==> src/rtl/bv_pkg.sv <==
// ------------------------------------------------------------------
// bv_pkg: shared bit-vector widths and clog2 helper.   Rev 1.0
// ------------------------------------------------------------------
`default_nettype none

package bv_pkg;

   localparam int BV_WIDTH_DEF  = 32;
   localparam int SEG_WIDTH_DEF = 8;
   localparam int IDX_WIDTH_DEF = 5;

   function automatic int clog2(input int value);
      int r;
      r = 0;
      for (int i = 0; i < 31; i++) begin
         if ((1 << i) < value) r = i + 1;
      end
      return r;
   endfunction

endpackage

`default_nettype wire

==> src/rtl/bv_seg_pe.sv <==
// ------------------------------------------------------------------
// bv_seg_pe: combinational lowest-set-bit encoder for one segment. Rev 1.0
// ------------------------------------------------------------------
`default_nettype none

module bv_seg_pe
   import bv_pkg::*;
#(
   parameter int SEG_WIDTH = SEG_WIDTH_DEF,
   parameter int OFF_WIDTH = clog2(SEG_WIDTH)
) (
   input  logic [SEG_WIDTH-1:0] seg,
   output logic                 any_set,
   output logic [OFF_WIDTH-1:0] offset
);

   always_comb begin
      any_set = |seg;
      offset  = '0;
      // Scan downward so the lowest set bit is the last one written.
      for (int i = SEG_WIDTH - 1; i >= 0; i--) begin
         if (seg[i]) offset = OFF_WIDTH'(i);
      end
   end

endmodule

`default_nettype wire

==> src/rtl/bv_match_encoder.sv <==
// ------------------------------------------------------------------
// bv_match_encoder: AND field vectors, 3-stage lowest-match encode. Rev 1.0
// ------------------------------------------------------------------
`default_nettype none

module bv_match_encoder
   import bv_pkg::*;
#(
   parameter int NUM_FIELDS = 4,
   parameter int BV_WIDTH   = BV_WIDTH_DEF,
   parameter int SEG_WIDTH  = SEG_WIDTH_DEF,
   parameter int IDX_WIDTH  = IDX_WIDTH_DEF,
   parameter int TAG_WIDTH  = 8,
   parameter int CNT_WIDTH  = 32
) (
   input  logic                           clk,
   input  logic                           rst_n,
   input  logic                           bv_valid_in,
   input  logic [NUM_FIELDS*BV_WIDTH-1:0] bv_in,
   input  logic [TAG_WIDTH-1:0]           tag_in,
   output logic                           match_valid,
   output logic                           match_hit,
   output logic [IDX_WIDTH-1:0]           match_idx,
   output logic [TAG_WIDTH-1:0]           match_tag,
   input  logic                           cnt_clr,
   output logic [CNT_WIDTH-1:0]           hit_cnt,
   output logic [CNT_WIDTH-1:0]           miss_cnt
);

   localparam int NUM_SEGS  = BV_WIDTH / SEG_WIDTH;
   localparam int OFF_WIDTH = clog2(SEG_WIDTH);
   localparam logic [CNT_WIDTH-1:0] CNT_MAX = {CNT_WIDTH{1'b1}};

   logic [BV_WIDTH-1:0]           and_vec;
   logic                          s1_valid;
   logic [BV_WIDTH-1:0]           s1_vec;
   logic [TAG_WIDTH-1:0]          s1_tag;
   logic [NUM_SEGS-1:0]           seg_any;
   logic [NUM_SEGS*OFF_WIDTH-1:0] seg_off;
   logic                          s2_valid;
   logic [NUM_SEGS-1:0]           s2_any;
   logic [NUM_SEGS*OFF_WIDTH-1:0] s2_off;
   logic [TAG_WIDTH-1:0]          s2_tag;
   logic                          sel_hit;
   logic [IDX_WIDTH-1:0]          sel_idx;

   always_comb begin
      and_vec = '1;
      for (int f = 0; f < NUM_FIELDS; f++) begin
         and_vec = and_vec & bv_in[f*BV_WIDTH +: BV_WIDTH];
      end
   end

   generate
      for (genvar s = 0; s < NUM_SEGS; s++) begin : g_seg
         bv_seg_pe #(
            .SEG_WIDTH (SEG_WIDTH),
            .OFF_WIDTH (OFF_WIDTH)
         ) u_pe (
            .seg     (s1_vec[s*SEG_WIDTH +: SEG_WIDTH]),
            .any_set (seg_any[s]),
            .offset  (seg_off[s*OFF_WIDTH +: OFF_WIDTH])
         );
      end
   endgenerate

   // Lowest-numbered segment with a set bit wins; scanning downward lets it overwrite.
   always_comb begin
      sel_hit = 1'b0;
      sel_idx = '0;
      for (int s = NUM_SEGS - 1; s >= 0; s--) begin
         if (s2_any[s]) begin
            sel_hit = 1'b1;
            sel_idx = IDX_WIDTH'(s * SEG_WIDTH) + IDX_WIDTH'(s2_off[s*OFF_WIDTH +: OFF_WIDTH]);
         end
      end
   end

   always_ff @(posedge clk) begin
      if (!rst_n) begin
         s1_valid    <= 1'b0;
         s2_valid    <= 1'b0;
         match_valid <= 1'b0;
         match_hit   <= 1'b0;
         match_idx   <= '0;
         match_tag   <= '0;
      end else begin
         s1_valid    <= bv_valid_in;
         s2_valid    <= s1_valid;
         match_valid <= s2_valid;
         if (s2_valid) begin
            match_hit <= sel_hit;
            match_idx <= sel_idx;
            match_tag <= s2_tag;
         end
      end
   end

   // Data stages load only on valid so idle bv_in never reaches the result.
   always_ff @(posedge clk) begin
      if (bv_valid_in) begin
         s1_vec <= and_vec;
         s1_tag <= tag_in;
      end
      if (s1_valid) begin
         s2_any <= seg_any;
         s2_off <= seg_off;
         s2_tag <= s1_tag;
      end
   end

   always_ff @(posedge clk) begin
      if (!rst_n || cnt_clr) begin
         hit_cnt  <= '0;
         miss_cnt <= '0;
      end else if (match_valid) begin
         if (match_hit) begin
            if (hit_cnt != CNT_MAX) hit_cnt <= hit_cnt + CNT_WIDTH'(1);
         end else begin
            if (miss_cnt != CNT_MAX) miss_cnt <= miss_cnt + CNT_WIDTH'(1);
         end
      end
   end

endmodule

`default_nettype wire

==> config.mk <==
export PLATFORM = sky130hd
export DESIGN_NAME = bv_match_encoder
export DESIGN_NICKNAME = d
export VERILOG_FILES = /design/src/rtl/bv_pkg.sv /design/src/rtl/bv_seg_pe.sv /design/src/rtl/bv_match_encoder.sv
export SDC_FILE = /design/constraint.sdc
export NUM_CORES = 1
export LEC_CHECK = 0
export BUFFER_PORTS_ARGS = -buffer_cell sky130_fd_sc_hd__buf_2
export CORE_UTILIZATION = 50
export DETAILED_ROUTE_END_ITERATION = 6
export PLACE_DENSITY = 0.83
export RECOVER_POWER = 100
export SLEW_MARGIN = 5
export SYNTH_ARGS = -nofsm -noshare
export SYNTH_HDL_FRONTEND = slang
export SYNTH_SLANG_ARGS = --single-unit
==> constraint.sdc <==
create_clock -name clk -period 2.71 [get_ports clk]
set_input_delay 0 -clock clk [delete_from_list [all_inputs] [get_ports clk]]
set_output_delay 0 -clock clk [all_outputs]
set_load 0.1 [all_outputs]
==> results of run 1 <==
[power groups by stage]
stage | logic (mW) | registers [mW] | clock network (mW)
2_1_floorplan | 0.0926 | 2.51 | 0
3_3_place_gp | 0.292 | 2.46 | 0
5_1_grt | 0.401 | 2.43 | 2.79
3_5_place_dp | 0.298 | 2.46 | 0
6_report | 0.377 | 2.42 | 2.66
4_1_cts | 0.362 | 2.41 | 2.66
[placed cells by master (no fill, tap or decap), types with 4 or more instances in the layout]
cell type / netlist / routed
xor2_1: 4 / 4
edfxtp_1: 64 / 64
dfxtp_1: 81 / 64
diode_2: 0 / 6
a41o_1: 5 / 5
o21bai_1: 4 / 4
dfxtp_2: 0 / 17
nand2_1: 48 / 48
nand4_1: 23 / 23
and4_1: 45 / 45
inv_1: 13 / 13
nor2_1: 41 / 41
nor2b_1: 19 / 18
o211ai_1: 9 / 9
bufinv_16: 0 / 6
a21oi_1: 43 / 43
o311ai_0: 4 / 4
or4_1: 15 / 15
a31oi_1: 8 / 8
and2_1: 6 / 4
and3_1: 7 / 7
dlygate4sd3_1: 0 / 74
clkbuf_16: 0 / 17
or3_1: 23 / 23
nand2b_1: 6 / 5
xnor2_1: 7 / 7
mux2i_1: 13 / 13
clkbuf_1: 19 / 87
o31ai_1: 7 / 7
nand3_1: 20 / 20
buf_2: 4 / 134
nor4_1: 11 / 11
nor3_1: 25 / 25
o21ai_0: 29 / 29
[sequential cells by signal, indices dropped and copies added (netlist names)]
name         count
hit_cnt         32
miss_cnt        32
s1_vec          32
s2_off          12
match_tag        8
s1_tag           8
s2_tag           8
match_idx        5
s2_any           4
match_hit        1
match_valid      1
s1_valid         1
s2_valid         1
[cells in the mapped netlist, types with 5 or more instances]
cell type,n
edfxtp_1,64
o31ai_1,7
and3_1,7
or3_1,23
o21ai_0,29
nor2b_1,19
mux2i_1,13
nand3_1,20
xnor2_1,7
nand2_1,48
dfxtp_1,81
and2_1,6
nor4_1,11
o211ai_1,9
nand4_1,23
nor3_1,25
clkbuf_1,19
and4_1,45
or4_1,15
a41o_1,5
inv_1,13
a31oi_1,8
nand2b_1,6
nor2_1,41
a21oi_1,43
[per-layer routing]
| layer | vias to the layer above | GRT usage [%] | wire, um |
|---|---|---|---|
| li1 | 3039 | - | - |
| met1 | 3053 | 32.4 | 7460 |
| met2 | 311 | 51.5 | 9830 |
| met3 | 58 | 5.28 | 1200 |
| met4 | 0 | 15.7 | 716 |
| met5 | - | 0 | 0 |
[cell type report]
class | instances | area share (%)
Clock buffer | 18 | 4.73
Clock inverter | 14 | 2.62
Inverter | 13 | 0.538
Tap cell | 172 | 2.37
Antenna cell | 6 | 0.166
Multi-Input combinational cell | 451 | 30.9
Timing Repair Buffer | 297 | 19.3
Sequential cell | 145 | 39.3
[cells by family (layout without fill, tap and decap cells)]
| kind of cell | Yosys count | after routing | share of synthesized area, % |
|---|---|---|---|
| buffers and inverters | 37 | 342 | 2.22 |
| DFF | 145 | 145 | 54.7 |
| and+or+nand+nor | 299 | 299 | 27.0 |
| xor gates and xnor gates | 11 | 11 | 1.49 |
| muxes | 13 | 13 | 2.01 |
| adders and majority gates | 2 | 2 | 0.386 |
| other | 0 | 6 | 0 |
| AOI/OAI and AO/OA | 126 | 126 | 12.2 |
[through the flow]
step	cell area, um2	hold slack, ns
final	9070	0.289
after floorplan	6510	0.0989
after global placement	7760	0.177
after CTS	9170	0.237
after global routing	9070	0.288
after detailed placement	7760	0.180
[worst paths after layout]
| kind | from | endpoint | slack (ns) | cells past startpoint |
|---|---|---|---|---|
| worst max-delay path | match_hit$_SDFFE_PN0P_ | hit_cnt[31]$_SDFFE_PP0P_ | 0.43 | 5 |
| worst min register to register | s1_tag[3]$_DFFE_PP_ | s2_tag[3]$_DFFE_PP_ | 0.42 | 0 |
| worst min-delay path | tag_in[6] | s1_tag[6]$_DFFE_PP_ | 0.29 | 2 |
| worst max register to register | match_hit$_SDFFE_PN0P_ | hit_cnt[31]$_SDFFE_PP0P_ | 0.43 | 5 |
==> results.sh, run 1 <==
export IMPL_place_ws_ns=0.530
export IMPL_pwr_share_comb_pct=6.9
export IMPL_track_usage_pct=28.8
export IMPL_ys_warnings_count=0
export IMPL_synth_seq_area_share_pct=54.7
export IMPL_cts_htree_levels=4
export IMPL_setup_tns_final_ns=0
export IMPL_netlist_top_cell_by_area="edfxtp_1"
export IMPL_rows=41
export IMPL_cp_max_fo=9
export IMPL_clockPowerShare_pct=48.7
export IMPL_cp_common_cell="or4_1"
export IMPL_drv_slew=42
export IMPL_cts_tree="yes"
export IMPL_maxSlewHeadroom_pct=-47.0
export IMPL_die_x_um=116
export IMPL_tightest_slew_ns=2.20
export IMPL_wire_per_inst_um=17.2
export IMPL_grt_pass1_wl_mm=29.6
export IMPL_regArea_mm2=0.00356
export IMPL_clk_latency_ns=0.43
export IMPL_hpwlAfterDp_mm=11.4
export IMPL_finalPower_mw=5.46
export IMPL_cts_num_sinks=145
export IMPL_grt_max_degree=42
export IMPL_rsz0062_at_grt="no"
export IMPL_ys_ff_latch=145
export IMPL_post_cts_buffers=0
export IMPL_synth_area_mm2=0.00648
export IMPL_dieArea_mm2=0.0134
export IMPL_end_kind="register"
export IMPL_cp_top_family="simple AND/OR/NAND/NOR gates"
export IMPL_period_needed_ns=2.28
export IMPL_antenna_found_initial=6
export IMPL_drv_cap=1
export IMPL_die_h_um=116
export IMPL_drc=0
export IMPL_final_util_pct=71.8
export IMPL_fin_crit_sh_pct=84.0
export IMPL_cp_required_ns=3.05
export IMPL_final_setup_viol_count=0
export IMPL_syn_mean_instance_area_um2=10.2
export IMPL_grt_pass1_vias=6117
export IMPL_swShare_pct=21.9
export IMPL_wl_mm=19.2
export IMPL_root_buffer="clkbuf_16"
export IMPL_io_buffers=218
export IMPL_dp_cells=1004
export IMPL_path_class="register to register"
export IMPL_status="finished, violations left"
export IMPL_multi_input_area_mm2=0.00280
export IMPL_worstSetupStartpointType="register"
export IMPL_stdcell_count=1116
export IMPL_core_area_mm2=0.0126
export IMPL_crit_chain="nand4_1, or4_1, or2_0, or4_1, a21oi_1"
export IMPL_vias_per_cell=5.79
export IMPL_p_sw_mw=1.20
export IMPL_ctsHoldBuffers=74
export IMPL_drt_first_pass_iters=5
export IMPL_seq_power_share_pct=44.4
export IMPL_cellLeakagePower_nw=3.40
export IMPL_crit_arrival_ns=2.62
export IMPL_hold_viol=0
export IMPL_gr_total_overflow=0
export IMPL_p_int_mw=4.27
export IMPL_area_delta_synth_final_pct=39.8
export IMPL_numCtsBuffers=17
export IMPL_path_clk_slew_ns=0.06
export IMPL_fin_skew_ns=0.0111
export IMPL_slowest_stage="or4_1"
export IMPL_drtIter0Drc=514
export IMPL_irDropWorstVdd_mv=0.487
export IMPL_cts_path_max_buffers=2
export IMPL_fmax_mhz=439
export IMPL_synth_area_top_cells="edfxtp_1 (30%), dfxtp_1 (25%), and4_1 (6.1%), a21oi_1 (3.3%), nand2_1 (2.8%)"
export IMPL_ant_nets=0
export IMPL_violations="capacitance limit, slew limit"
export IMPL_ioPinCount=219
export IMPL_synth_flop_cell="dfxtp_1"
export IMPL_fin_ws_ns=0.433
export IMPL_via_count=6461
export IMPL_syn_nets=775
export IMPL_async_reset_ff_share_pct=0
export IMPL_path_buf_inv=0
export IMPL_synth_edff_count=64
export IMPL_synth_cells=633
export IMPL_drive_gt1_share_pct=20.5
export IMPL_powerDensity_mw_per_mm2=603
export IMPL_gp_congestion=0.850
export IMPL_synth_top_area_share_pct=29.6
export IMPL_slowest_delay_ns=0.71
export IMPL_initial_core_util_pct=51.4
export IMPL_cts_resized=0
export IMPL_n_fill_cell=963
export IMPL_hp_class="primary input to register"
export IMPL_fin_nets=1067
export IMPL_ys_types=47
Note: power is estimated with default switching activity, not from simulation.
==> inputs of run 2 (changes only) <==
- clock period: 2.71 -> 2.2 ns (I/O delays scaled with it)
==> run 2 against run 1 <==
Effect of this change: the run still ends with capacitance limit, slew limit left; clock skew is essentially flat; sequential cell count is the same; first-iteration DRC count shrank 18%; final cell count grew 0.81%; highest routed layer unchanged.
==> results.sh, run 2 (same netlist as run 1, synthesis figures left out) <==
export IMPL_final_util_pct=73.7
export IMPL_crit_start="hit_cnt[16]$_SDFFE_PP0P_"
export IMPL_holdPathStages=2
export IMPL_reg_top3="hit_cnt x32, miss_cnt x32, s1_vec x32"
export IMPL_p_int_mw=5.34
export IMPL_clockPowerShare_pct=49.8
export IMPL_finalPower_mw=6.81
export IMPL_p_sw_mw=1.48
export IMPL_cellLeakagePower_nw=3.49
export IMPL_drv_cap=1
export IMPL_gr_total_overflow=0
export IMPL_drv_slew=42
export IMPL_drive_gt1_share_pct=26.2
export IMPL_hold_viol=0
export IMPL_wire_per_inst_um=17.4
export IMPL_mostFrequentLayoutCell="buf_2"
export IMPL_die_h_um=116
export IMPL_rows=41
export IMPL_fin_skew_ns=0.0110
export IMPL_setup_tns_final_ns=0
export IMPL_grt_pass1_vias=6196
export IMPL_ioPinCount=219
export IMPL_wl_mm=19.6
export IMPL_timing_rr_start="hit_cnt[16]$_SDFFE_PP0P_"
export IMPL_hp_class="primary input to register"
export IMPL_io_buffers=218
export IMPL_numCtsBuffers=17
export IMPL_dp_cells=1014
export IMPL_fin_nets=1077
export IMPL_path_class="register to register"
export IMPL_cts_tree="yes"
export IMPL_path_clk_slew_ns=0.07
export IMPL_drc=0
export IMPL_layout_common_cells="buf_2 (136), clkbuf_1 (88), dlygate4sd3_1 (74)"
export IMPL_vias_per_cell=5.74
export IMPL_cts_htree_levels=4
export IMPL_drtIter0Drc=421
export IMPL_root_buffer="clkbuf_16"
export IMPL_antenna_found_initial=3
export IMPL_crit_chain="and4_1, and4_1, and4_1, clkbuf_4, or4_1, a21oi_1"
export IMPL_powerDensity_mw_per_mm2=733
export IMPL_die_x_um=116
export IMPL_dieArea_mm2=0.0134
export IMPL_cts_path_max_buffers=2
export IMPL_tightest_slew_ns=2.23
export IMPL_grt_pass1_wl_mm=30.0
export IMPL_final_area_mm2=0.00930
export IMPL_grt_max_degree=42
export IMPL_place_area_mm2=0.00799
export IMPL_cp_max_fo=32
export IMPL_irDropWorstVdd_mv=0.471
export IMPL_status="finished, violations left"
export IMPL_cts_num_sinks=145
export IMPL_violations="capacitance limit, slew limit"
export IMPL_fin_crit_sh_pct=94.6
export IMPL_end_kind="register"
export IMPL_swShare_pct=21.7
export IMPL_period_needed_ns=2.08
export IMPL_pwr_share_comb_pct=7.0
export IMPL_post_cts_buffers=0
export IMPL_stdcell_count=1125
export IMPL_area_delta_synth_final_pct=43.4
export IMPL_cp_required_ns=2.55
export IMPL_ant_nets=0
export IMPL_initial_core_util_pct=51.4
export IMPL_core_area_mm2=0.0126
export IMPL_fmax_mhz=481
export IMPL_worstSetupStartpointType="register"
export IMPL_slowest_stage="or4_1"
export IMPL_maxSlewHeadroom_pct=-48.7
export IMPL_hpwlAfterDp_mm=11.7
export IMPL_rr_worst_depth=6
export IMPL_slowest_delay_ns=0.51
export IMPL_seq_power_share_pct=43.2
export IMPL_track_usage_pct=29.3
export IMPL_gp_congestion=0.817
export IMPL_drt_first_pass_iters=5
export IMPL_hp_start="tag_in[7]"
export IMPL_clk_latency_ns=0.43
export IMPL_via_count=6455
export IMPL_rsz0062_at_grt="no"
export IMPL_crit_arrival_ns=2.43
export IMPL_n_fill_cell=906
export IMPL_cp_common_cell="and4_1"
export IMPL_final_setup_viol_count=0
## run 2: worst max-delay path, delay by kind of cell, from the launching register on
kind,cells,cell delay (ns)
DFF,1,0.38
AOI/OAI and AO/OA,1,0.16
and+or+nand+nor,4,1.20
buffers and inverters,1,0.26
## run 2: final timing paths
| path | slack (ns) | end |
|---|---|---|
| worst max-delay path | 0.12 | hit_cnt[6]$_SDFFE_PP0P_ |
| worst min-delay path | 0.27 | s1_tag[7]$_DFFE_PP_ |
| worst max register to register | 0.12 | hit_cnt[6]$_SDFFE_PP0P_ |
| worst min register to register | 0.42 | s2_tag[5]$_DFFE_PP_ |
## run 2: final cells by class
type                    instances  area, um2  area share, %
well taps                     172        215           2.31
flip-flops and latches        145       3700           39.8
clock buffers                  18        429           4.62
repair buffers                307       1820           19.6
clock inverters                14        262           2.81
multi-input cells             451       2810           30.2
diodes                          5       12.5          0.135
inverters                      13       48.8          0.525
## run 2: through the flow
| stage | setup slack, ns | hold WS, ns |
|---|---|---|
| CTS | 0.146 | 0.243 |
| global route | 0.0312 | 0.270 |
| floorplan | -0.0112 | 0.0989 |
| detailed placement | 0.168 | 0.178 |
| global placement | 0.229 | 0.177 |
| finish | 0.119 | 0.273 |
## run 2: power groups by stage
stage               clock [mW]  sequential [mW]  combinational, mW
floorplan                    0             3.05              0.114
global placement             0             2.98              0.368
detailed placement           0             2.99              0.375
CTS                       3.39             2.93              0.454
global route              3.54             2.95              0.502
finish                    3.40             2.94              0.474
## run 2: timing repair
item	4_1_cts	5_1_grt
hold buffers	74	0
endpoints found under the hold margin	60	0
setup endpoints to repair	0	1
gates resized for setup	0	1
## run 2: per-layer routing
layer | vias to the layer above | GRT usage, % | share of wire [%]
li1 | 3072 | - | -
met1 | 3047 | 32.5 | 39
met2 | 278 | 52.3 | 52
met3 | 58 | 7.32 | 5.4
met4 | 0 | 14.6 | 3.5
met5 | - | 0 | 0
